**src/rtl/uart_rx_engine_pkg.sv**
```systemverilog
// Shared constants for the UART receive engine: FSM encodings, frame bit counts
// and the helper that turns the live configuration into a bit count.
package uart_rx_engine_pkg;

  localparam int K_WIDTH_DEF = 19;
  localparam int DATA7       = 7;
  localparam int DATA8       = 8;
  localparam int MAX_RX_BITS = 10;

  localparam logic [1:0] IDLE    = 2'd0;
  localparam logic [1:0] START   = 2'd1;
  localparam logic [1:0] RECEIVE = 2'd2;

  // Bits sampled after the start bit, stop bit included (8..10).
  function automatic logic [3:0] frame_bits(input logic eight, input logic pen);
    return 4'd1 + (eight ? 4'(DATA8) : 4'(DATA7)) + {3'b000, pen};
  endfunction

endpackage

```
**src/rtl/uart_rx_bit_timer.sv**
```systemverilog
// Bit-time counter for the receiver: free-runs while not cleared and flags the
// half-bit and full-bit points relative to the clocks-per-bit value k.
module uart_rx_bit_timer #(
  parameter int K_WIDTH = 19
) (
  input  logic               clk,
  input  logic               rst_n,
  input  logic               clr,
  input  logic [K_WIDTH-1:0] k,
  output logic               half_btu,
  output logic               btu
);

  localparam logic [K_WIDTH-1:0] ONE = K_WIDTH'(1);

  logic [K_WIDTH-1:0] timer;

  always_ff @(posedge clk or negedge rst_n) begin
    if (!rst_n)
      timer <= '0;
    else if (clr)
      timer <= '0;
    else
      timer <= timer + ONE;
  end

  // Greater-or-equal so a k lowered mid-frame still ends the bit instead of wrapping.
  assign half_btu = (timer >= (k >> 1));
  assign btu      = (timer >= (k - ONE));

endmodule

```
**src/rtl/uart_rx_engine.sv**
```systemverilog
// UART receive core: synchronizes RX, validates the start bit, samples each bit
// at mid-bit time LSB first and posts data plus parity/framing/overrun status.
module uart_rx_engine
  import uart_rx_engine_pkg::*;
#(
  parameter int K_WIDTH     = K_WIDTH_DEF,
  parameter int SYNC_STAGES = 2
) (
  input  logic               Clk,
  input  logic               Rst,
  input  logic               RX,
  input  logic [K_WIDTH-1:0] k,
  input  logic               EIGHT,
  input  logic               PEN,
  input  logic               OHEL,
  input  logic               Read,
  output logic [7:0]         RxData,
  output logic               RxRdy,
  output logic               PERR,
  output logic               FERR,
  output logic               OVF
);

  logic [SYNC_STAGES-1:0] sync;
  logic                   rx_s;
  logic [1:0]             state;
  logic [1:0]             state_nxt;
  logic [3:0]             bitcnt;
  logic [3:0]             bitcnt_nxt;
  logic [3:0]             n_bits;
  logic [MAX_RX_BITS-1:0] sr;
  logic [MAX_RX_BITS-1:0] sr_nxt;
  logic [MAX_RX_BITS-1:0] frame_j;
  logic [7:0]             data_w;
  logic                   par_w;
  logic                   stop_w;
  logic                   half_btu;
  logic                   btu;
  logic                   timer_clr;
  logic                   sample;
  logic                   done;
  logic                   sr_spill_unused;

  // Synchronizer resets to idle-high so reset release never looks like a start edge.
  always_ff @(posedge Clk or negedge Rst) begin
    if (!Rst)
      sync <= '1;
    else
      sync <= {sync[SYNC_STAGES-2:0], RX};
  end

  assign rx_s = sync[SYNC_STAGES-1];

  uart_rx_bit_timer #(
    .K_WIDTH (K_WIDTH)
  ) u_timer (
    .clk      (Clk),
    .rst_n    (Rst),
    .clr      (timer_clr),
    .k        (k),
    .half_btu (half_btu),
    .btu      (btu)
  );

  assign n_bits     = frame_bits(EIGHT, PEN);
  assign sample     = (state == RECEIVE) && btu;
  assign bitcnt_nxt = bitcnt + 4'd1;
  assign done       = sample && (bitcnt_nxt >= n_bits);
  assign timer_clr  = ((state != START) && (state != RECEIVE)) ||
                      ((state == START) && half_btu) || sample;

  // The final sample is merged combinationally so completion lands on the same edge.
  assign sr_nxt  = {rx_s, sr[MAX_RX_BITS-1:1]};
  assign frame_j = sr_nxt >> (4'(MAX_RX_BITS) - n_bits);
  assign data_w  = EIGHT ? frame_j[7:0] : {1'b0, frame_j[6:0]};
  assign par_w   = EIGHT ? frame_j[8] : frame_j[7];
  assign stop_w  = frame_j[n_bits - 4'd1];
  assign sr_spill_unused = sr[0];

  always_comb begin
    state_nxt = state;
    case (state)
      IDLE:    if (!rx_s) state_nxt = START;
      START:   if (half_btu) state_nxt = rx_s ? IDLE : RECEIVE;
      RECEIVE: if (done) state_nxt = IDLE;
      default: state_nxt = IDLE;
    endcase
  end

  always_ff @(posedge Clk or negedge Rst) begin
    if (!Rst) begin
      state  <= IDLE;
      bitcnt <= '0;
      sr     <= '0;
    end else begin
      state <= state_nxt;
      if (state != RECEIVE)
        bitcnt <= '0;
      else if (sample)
        bitcnt <= done ? 4'd0 : bitcnt_nxt;
      if (sample)
        sr <= sr_nxt;
    end
  end

  // A completion on the same edge as Read wins; OVF then starts clean.
  always_ff @(posedge Clk or negedge Rst) begin
    if (!Rst) begin
      RxData <= '0;
      RxRdy  <= 1'b0;
      PERR   <= 1'b0;
      FERR   <= 1'b0;
      OVF    <= 1'b0;
    end else if (done) begin
      RxData <= data_w;
      RxRdy  <= 1'b1;
      FERR   <= ~stop_w;
      PERR   <= PEN && ((^{data_w, par_w}) != OHEL);
      OVF    <= RxRdy && !Read;
    end else if (Read) begin
      RxRdy <= 1'b0;
      PERR  <= 1'b0;
      FERR  <= 1'b0;
      OVF   <= 1'b0;
    end
  end

endmodule

```
**config.mk**
```make
export PLATFORM = sky130hd
export DESIGN_NAME = uart_rx_engine
export DESIGN_NICKNAME = d
export VERILOG_FILES = /design/src/rtl/uart_rx_engine_pkg.sv /design/src/rtl/uart_rx_bit_timer.sv /design/src/rtl/uart_rx_engine.sv
export SDC_FILE = /design/constraint.sdc
export NUM_CORES = 1
export LEC_CHECK = 0
export ABC_AREA = 1
export CAP_MARGIN = 20
export CORE_ASPECT_RATIO = 1.5
export CORE_MARGIN = 1.5
export CORE_UTILIZATION = 58
export DETAILED_ROUTE_END_ITERATION = 8
export PLACE_DENSITY = 0.8
export RECOVER_POWER = 50
export SETUP_SLACK_MARGIN = 0.05
export SLEW_MARGIN = 30
export SYNTH_ARGS = -nofsm -noshare
export SYNTH_HDL_FRONTEND = slang
export SYNTH_SLANG_ARGS = --single-unit
```
**constraint.sdc**
```tcl
create_clock -name Clk -period 5 [get_ports Clk]
set_input_delay 1 -clock Clk [delete_from_list [all_inputs] [get_ports Clk]]
set_output_delay 1 -clock Clk [all_outputs]
set_load 0.005 [all_outputs]
```
==> results of run 1 <==
## cell families after synthesis
group	Yosys count
xor+xnor	34
flops	48
simple gates	311
fa+ha+maj	48
buf+inv	87
compound gates	58
## state kept, by name, indices dropped and copies added (netlist names)
name and flops:
u_timer.timer 19, sr 9, RxData 8, bitcnt 4, state 2, sync 2, FERR 1, OVF 1
PERR 1, RxRdy 1
## worst min-delay path by stage
stage                     startpoint      end  slack [ns]  cells past startpoint
after floorplan              sync[0]  sync[1]        0.35                      0
after global placement       sync[0]  sync[1]        0.35                      0
after detailed placement     sync[0]  sync[1]        0.35                      0
after CTS                    sync[0]  sync[1]        0.36                      0
after global routing         sync[0]  sync[1]        0.36                      0
final                        sync[0]  sync[1]        0.36                      0
## power by group through the flow
stage                     clock network (mW)  registers (mW)  logic (mW)
final                                  0.292           0.456       0.378
after global routing                   0.316           0.462       0.432
after floorplan                            0           0.454       0.278
after detailed placement                   0           0.464       0.377
after CTS                              0.301           0.456       0.380
after global placement                     0           0.461       0.361
## critical path, stage by stage
cell	delay, ns
clkdlybuf4s50_1	0.43
inv_1	0.11
ha_1	0.21
nand3_2	0.11
nor2_2	0.14
nand2_1	0.10
inv_1	0.09
nand3_2	0.09
nor3_2	0.17
nand3_1	0.15
nor3_2	0.15
xor2_1	0.09
ha_1	0.30
nand2_1	0.08
nor2_1	0.14
nand4_1	0.12
nor3_1	0.17
nand2_1	0.09
nand4_2	0.19
nor2_4	0.07
nor2_4	0.36
nor2_1	0.10
## final cells by class
class                   instances  area, um2  share of cell area, %
clock buffers                   6       82.6                   1.75
clock inverters                 2       38.8                  0.822
repair buffers                 38        372                   7.87
inverters                      79        297                   6.28
flip-flops and latches         48       1200                   25.5
well taps                      78       97.6                   2.07
multi-input cells             451       2630                   55.7
## synth_stat cells
master / n
o21bai_1: 1
nand3b_2: 1
xnor2_1: 6
nor2_2: 8
dfstp_2: 2
clkbuf_4: 1
nor2_1: 57
o21ai_1: 2
nor2_4: 3
inv_1: 76
nand2_1: 155
nor4_1: 3
nor3_1: 7
nand4_1: 22
a31oi_1: 2
a21oi_1: 24
nand3_1: 40
nor4_2: 2
buf_4: 2
nand3_2: 6
nand4_2: 1
xor2_1: 28
ha_1: 48
nand2_2: 3
buf_6: 2
nor3_2: 3
a211o_1: 1
a211oi_1: 1
dfrtp_1: 46
o21ai_0: 27
inv_2: 3
buf_2: 3
## routing by layer
layer | GRT usage (%) | vias to the layer above | wire length (um)
met2 | 48.8 | 79 | 4950
li1 | - | 1984 | -
met1 | 27.6 | 1764 | 3600
met4 | 15.9 | 0 | 483
met3 | 2.63 | 38 | 218
met5 | 0 | - | 0
## metrics by stage
step | setup slack, ns | std cells | total power [mW] | utilization (%)
floorplan | 1.24 | 586 | 0.731 | -
global placement | 0.535 | 694 | 0.822 | 66.2
detailed placement | 0.374 | 694 | 0.841 | 66.3
CTS | 0.703 | 702 | 1.14 | 68.0
global route | 0.330 | 702 | 1.21 | 68.0
finish | 0.720 | 702 | 1.13 | 68.0
==> summary.md, run 1 <==
| Metric | Value |
|---|---|
| Pwr per Cell Area | `239 nW/um2` |
| Yosys top cell by area | `dfrtp_1` |
| Hold WS | `0.359 ns` |
| CP Max Fanout | `19` |
| TritonCTS clock tree | `built` |
| Comb power frac | `33.6%` |
| Sequential power share | `40.5%` |
| Status | `finished, violations left` |
| DP Area | `about 4600 um2` |
| Via Count | `3865` |
| Post-CTS Resized | `0` |
| Final Instance Area | `4720 um2` |
| Die span in x | `~72 um` |
| Initial antenna violation count | `0` |
| PortBufs | `37` |
| Fraction of synthesized area in multiplexers | `0%` |
| Initial DRC count | `150` |
| Post-layout minimum cycle time | `roughly 4.3 ns` |
| Fill cells | `594` |
| Number of max-cap violations | `1` |
| Initial Utilization | `about three fifths` |
| Vias in the first global route | `around 4k` |
| Tcrit/Tclk final | `85.6%` |
| Setup Viol. Count Final | `0` |
| Main combinational cell family by area after synthesis | `simple AND/OR/NAND/NOR gates` |
| Yosys cell types | `32` |
| Mapped cell area | `approximately 4200 um2` |
| Reg2reg path depth | `15` |
| Crit path kind | `in -> reg` |
| TritonRoute pass-1 iters | `4` |
| Rel. slew slack | `-59.9%` |
| R2r endpoint | `FERR` |
| Post-Syn Instances | `586` |
| Die height | `107 um` |
| Mean Syn Cell Area | `~7.1 um2` |
| Synth Area in Compound Gates | `7.20%` |
| Total negative slack | `0 ns` |
| CTS root buffer | `clkbuf_8` |
| Grt total ovfl | `0` |
| Synth area leaders | `dfrtp_1, ha_1, nand2_1` |
| Post-DP HPWL | `7570 um` |
| Failing checks | `capacitance limit, slew limit` |
| Post-synthesis net count | `660` |
| Reg-to-Reg Start | `bitcnt[0]` |
| Vias per cell | `5.51` |
| Worst-skew pair later-pin latency | `0.31 ns` |
| Antenna-violating nets left | `0` |
| Critical Path Start | `k[1]` |
| Area Overhead vs Synth | `12.7%` |
| Layout net count | `697` |
| Global-route wire length before repair | `16100 um` |
| Max clock buf depth | `2` |
| Synth Area in Adders | `14.3%` |
| Most frequent cells in the layout | `nand2_1, inv_1, nor2_1, ha_1, dfrtp_1` |
| CP endpoint kind | `flop` |
| WP data arrival | `~4.5 ns` |
| Most common cell after layout, fill and taps aside | `nand2_1` |
| Leakage Power | `around 2.5 nW` |
| VDD IR max | `0.177 mV` |
| F_max | `about 230 MHz` |
| Max-slew violation count | `49` |
| Io pins | `38` |
| Routed WL per cell | `13.2 um` |
| Die area | `between 7000 and 8000 um2` |
| Clock Sinks | `48` |
| Layout cell share with drive strength beyond 1 | `6.57%` |
| # DRC | `0` |
| Post-CTS Hold Buffers | `0` |
| Startpoint type of the worst setup path | `input pin` |
| WL final | `9260 um` |
| # diodes | `0` |
| Post-CTS setup buffer count | `0` |
| Yosys reg bits | `48` |
| Synth Area in Simple Gates | `34.1%` |
| Share of the synthesized area in the top cell type | `27.5%` |
| Required time worst endpoint | `between 5 and 6 ns` |
| Internal Pwr Total | `about 0.73 mW` |
| Worst R2R Setup Slack | `2.52 ns` |
| Seq/Total Area, Yosys | `roughly 29%` |
| Rows | `37` |
| Switching pwr | `0.398 mW` |
| Gp weighted congestion | `0.975` |
| TritonCTS Buffers | `5` |
| Largest net degree at the start of global routing | `49` |
| Actual slew at the worst max-slew pin | `2.40 ns` |
| Clk slew on worst S/H paths | `0.08 ns` |
| Fin. Hold Viols | `0` |
| Switching portion of total power | `35.3%` |
| CTS H-tree lvls | `2` |
| Clk network pwr share | `25.9%` |
| Worst clock skew | `~0.011 ns` |
| Critical Path End | `u_timer.timer[17]` |
| Hold Crit Class | `reg -> reg` |
| Ys Warns | `0` |
| Synth Area in XOR/XNOR | `between 7 and 8%` |
| RSZ-0062 raised after global routing | `false` |
| Core area | `6940 um2` |
| Overall global routing resource usage | `26.3%` |
Note: power is estimated with default switching activity, not from simulation.
==> run 2, diff against run 1 <==
--- a/config.mk
+++ b/config.mk
@@ -10,7 +10,7 @@
 export CORE_ASPECT_RATIO = 1.5
 export CORE_MARGIN = 1.5
-export CORE_UTILIZATION = 58
+export CORE_UTILIZATION = 55
 export DETAILED_ROUTE_END_ITERATION = 8
-export PLACE_DENSITY = 0.8
+export PLACE_DENSITY = 0.77
 export RECOVER_POWER = 50
 export SETUP_SLACK_MARGIN = 0.05
==> constraint.sdc (replaced) <==
create_clock -name Clk -period 5 [get_ports Clk]
set_input_delay 1 -clock Clk [delete_from_list [all_inputs] [get_ports Clk]]
set_output_delay 1 -clock Clk [all_outputs]
set_load 0.1 [all_outputs]
==> summary.md, run 2 (same netlist as run 1, synthesis figures left out) <==
| Metric | Value |
|---|---|
| Total negative slack | `0 ns (unchanged)` |
| Required time worst endpoint | `5.24 ns (was 5.18 ns)` |
| Post-CTS setup buffer count | `0 (unchanged)` |
| Most frequent cells in the layout | `nand2_1, inv_1, nor2_1, ha_1, dfrtp_1 (unchanged)` |
| TritonRoute pass-1 iters | `4 (unchanged)` |
| Initial antenna violation count | `0 (unchanged)` |
| Gp weighted congestion | `0.921 (was 0.975)` |
| VDD IR max | `0.187 mV (was 0.177 mV)` |
| Antenna-violating nets left | `0 (unchanged)` |
| RSZ-0062 raised after global routing | `false (unchanged)` |
| Min-Delay Startpoint | `sync[0] (unchanged)` |
| Initial Utilization | `57.2% (was 60.3%)` |
| Initial DRC count | `126 (was 150)` |
| Largest registers ranked by flip-flop count | `u_timer.timer: 19 flops, sr: 9 flops, RxData: 8 flops (unchanged)` |
| Layout net count | `697 (unchanged)` |
| Critical Path Start | `k[1] (unchanged)` |
| Crit path kind | `in -> reg (unchanged)` |
| Die height | `110 um (was 107 um)` |
| Largest net degree at the start of global routing | `49 (unchanged)` |
| CP Max Fanout | `21 (was 19)` |
| Top Metal Used | `met4 (unchanged)` |
| Core area | `7320 um2 (was 6940 um2)` |
| F_max | `234 MHz (about the same)` |
| # diodes | `0 (unchanged)` |
| Clk slew on worst S/H paths | `0.08 ns (about the same)` |
| Area Overhead vs Synth | `12.7% (unchanged)` |
| # DRC | `0 (unchanged)` |
| Routed WL per cell | `12.7 um (was 13.2 um)` |
| Largest reg by FF count | `u_timer.timer (unchanged)` |
| Worst clock skew | `0.00681 ns (was 0.0110 ns)` |
| TritonCTS clock tree | `built (unchanged)` |
| Actual slew at the worst max-slew pin | `2.43 ns (was 2.40 ns)` |
| Worst R2R Setup Slack | `2.56 ns (was 2.52 ns)` |
| Status | `finished, violations left (unchanged)` |
| Hold Crit Class | `reg -> reg (unchanged)` |
| Reg2reg path depth | `15 (unchanged)` |
| PortBufs | `37 (unchanged)` |
| Post-CTS Hold Buffers | `0 (unchanged)` |
| Leakage Power | `2.51 nW (was 2.53 nW)` |
| Grt total ovfl | `0 (unchanged)` |
| CTS H-tree lvls | `2 (unchanged)` |
| TritonCTS Buffers | `5 (unchanged)` |
| Max-slew violation count | `49 (unchanged)` |
| Fin. Hold Viols | `0 (unchanged)` |
| Post-DP HPWL | `7610 um (was 7570 um)` |
| Critical Path End | `FERR (was u_timer.timer[17])` |
| Wl on met1 | `3490 um (was 3600 um)` |
| CTS root buffer | `clkbuf_8 (unchanged)` |
| Largest register FFs | `19 (unchanged)` |
| Wire length on met3 | `195 um (was 218 um)` |
| Max clock buf depth | `2 (unchanged)` |
| Fin util | `64.5% (was 68.0%)` |
| Metal2 WL | `5200 um (was 4950 um)` |
| Clock Sinks | `48 (unchanged)` |
| Most common cell after layout, fill and taps aside | `nand2_1 (unchanged)` |
| Layout cell share with drive strength beyond 1 | `6.41% (was 6.57%)` |
| Via Count | `3861 (was 3865)` |
| Vias per cell | `5.33 (was 5.51)` |
| Overall global routing resource usage | `25.0% (was 26.3%)` |
| Rows | `38 (was 37)` |
| Io pins | `38 (unchanged)` |
| Tcrit/Tclk final | `85.5% (was 85.6%)` |
| Startpoint type of the worst setup path | `input pin (unchanged)` |
| Rel. slew slack | `-62.1% (was -59.9%)` |
| Die span in x | `74.3 um (was 72.4 um)` |
| Post-CTS Resized | `0 (unchanged)` |
| Die area | `8160 um2 (was 7750 um2)` |
| Post-layout minimum cycle time | `4.28 ns (about the same)` |
| R2r endpoint | `FERR (unchanged)` |
| Worst-skew pair later-pin latency | `0.30 ns (was 0.31 ns)` |
| WL final | `9210 um (was 9260 um)` |
| Number of max-cap violations | `1 (unchanged)` |
| Reg-to-Reg Start | `bitcnt[0] (unchanged)` |
| Setup Viol. Count Final | `0 (unchanged)` |
| Vias in the first global route | `3961 (was 3893)` |
| Global-route wire length before repair | `16000 um (was 16100 um)` |
| Pwr per Cell Area | `226 nW/um2 (was 239 nW/um2)` |
| WP data arrival | `4.52 ns (was 4.46 ns)` |
| Failing checks | `capacitance limit, slew limit (unchanged)` |
| CP endpoint kind | `flop (unchanged)` |
[run 2: worst max-delay path, stage by stage]
cell and delay [ns]:
clkdlybuf4s50_1 0.42, inv_1 0.10, ha_1 0.20, nand3_2 0.11
nor2_2 0.14, nand2_1 0.10, inv_1 0.09, nand3_2 0.09
nor3_2 0.20, nand3_1 0.16, nor3_2 0.16, xor2_1 0.09
ha_1 0.29, nand2_1 0.08, nor2_1 0.15, nand4_1 0.12
nor3_1 0.14, nand2_1 0.08, nand4_2 0.18, nand3_1 0.12
buf_4 0.22, inv_1 0.12, nand3_1 0.09, nand2_1 0.06
[run 2: worst min path at each step]
stage / cells past startpoint / slack (ns) / to
4_1_cts: 0 / 0.36 / sync[1]
5_1_grt: 0 / 0.37 / sync[1]
2_1_floorplan: 0 / 0.35 / sync[1]
3_3_place_gp: 0 / 0.35 / sync[1]
6_report: 0 / 0.36 / sync[1]
3_5_place_dp: 0 / 0.35 / sync[1]
[run 2: power breakdown]
| part | leakage (nW) | total, mW | switching [mW] | internal (mW) |
|---|---|---|---|---|
| sequential | 0.624 | 0.456 | 0.0402 | 0.416 |
| clock | 0.0445 | 0.233 | 0.121 | 0.112 |
| combinational | 1.84 | 0.376 | 0.227 | 0.149 |
[run 2: per-layer routing]
| metal | vias up | global-route usage [%] |
|---|---|---|
| met3 | 22 | 3.12 |
| li1 | 1987 | - |
| met4 | 0 | 10.9 |
| met1 | 1790 | 25.2 |
| met5 | - | 0 |
| met2 | 62 | 49.2 |
[run 2: cell type report]
class	count	area, um2
Multi-Input combinational cell	451	2630
Clock inverter	1	7.51
Timing Repair Buffer	38	372
Inverter	79	297
Fill cell	695	2600
Sequential cell	48	1200
Tap cell	100	125
Clock buffer	7	86.3
[run 2: stage by stage]
step	total power, mW	hold WS [ns]	area (um2)	std cells	setup WS (ns)
after detailed placement	0.842	0.347	4630	716	0.348
after floorplan	0.731	0.345	4190	586	1.24
after global routing	1.16	0.370	4720	724	0.314
after CTS	1.08	0.359	4720	724	0.664
after global placement	0.825	0.346	4630	716	0.405
final	1.07	0.357	4720	724	0.725
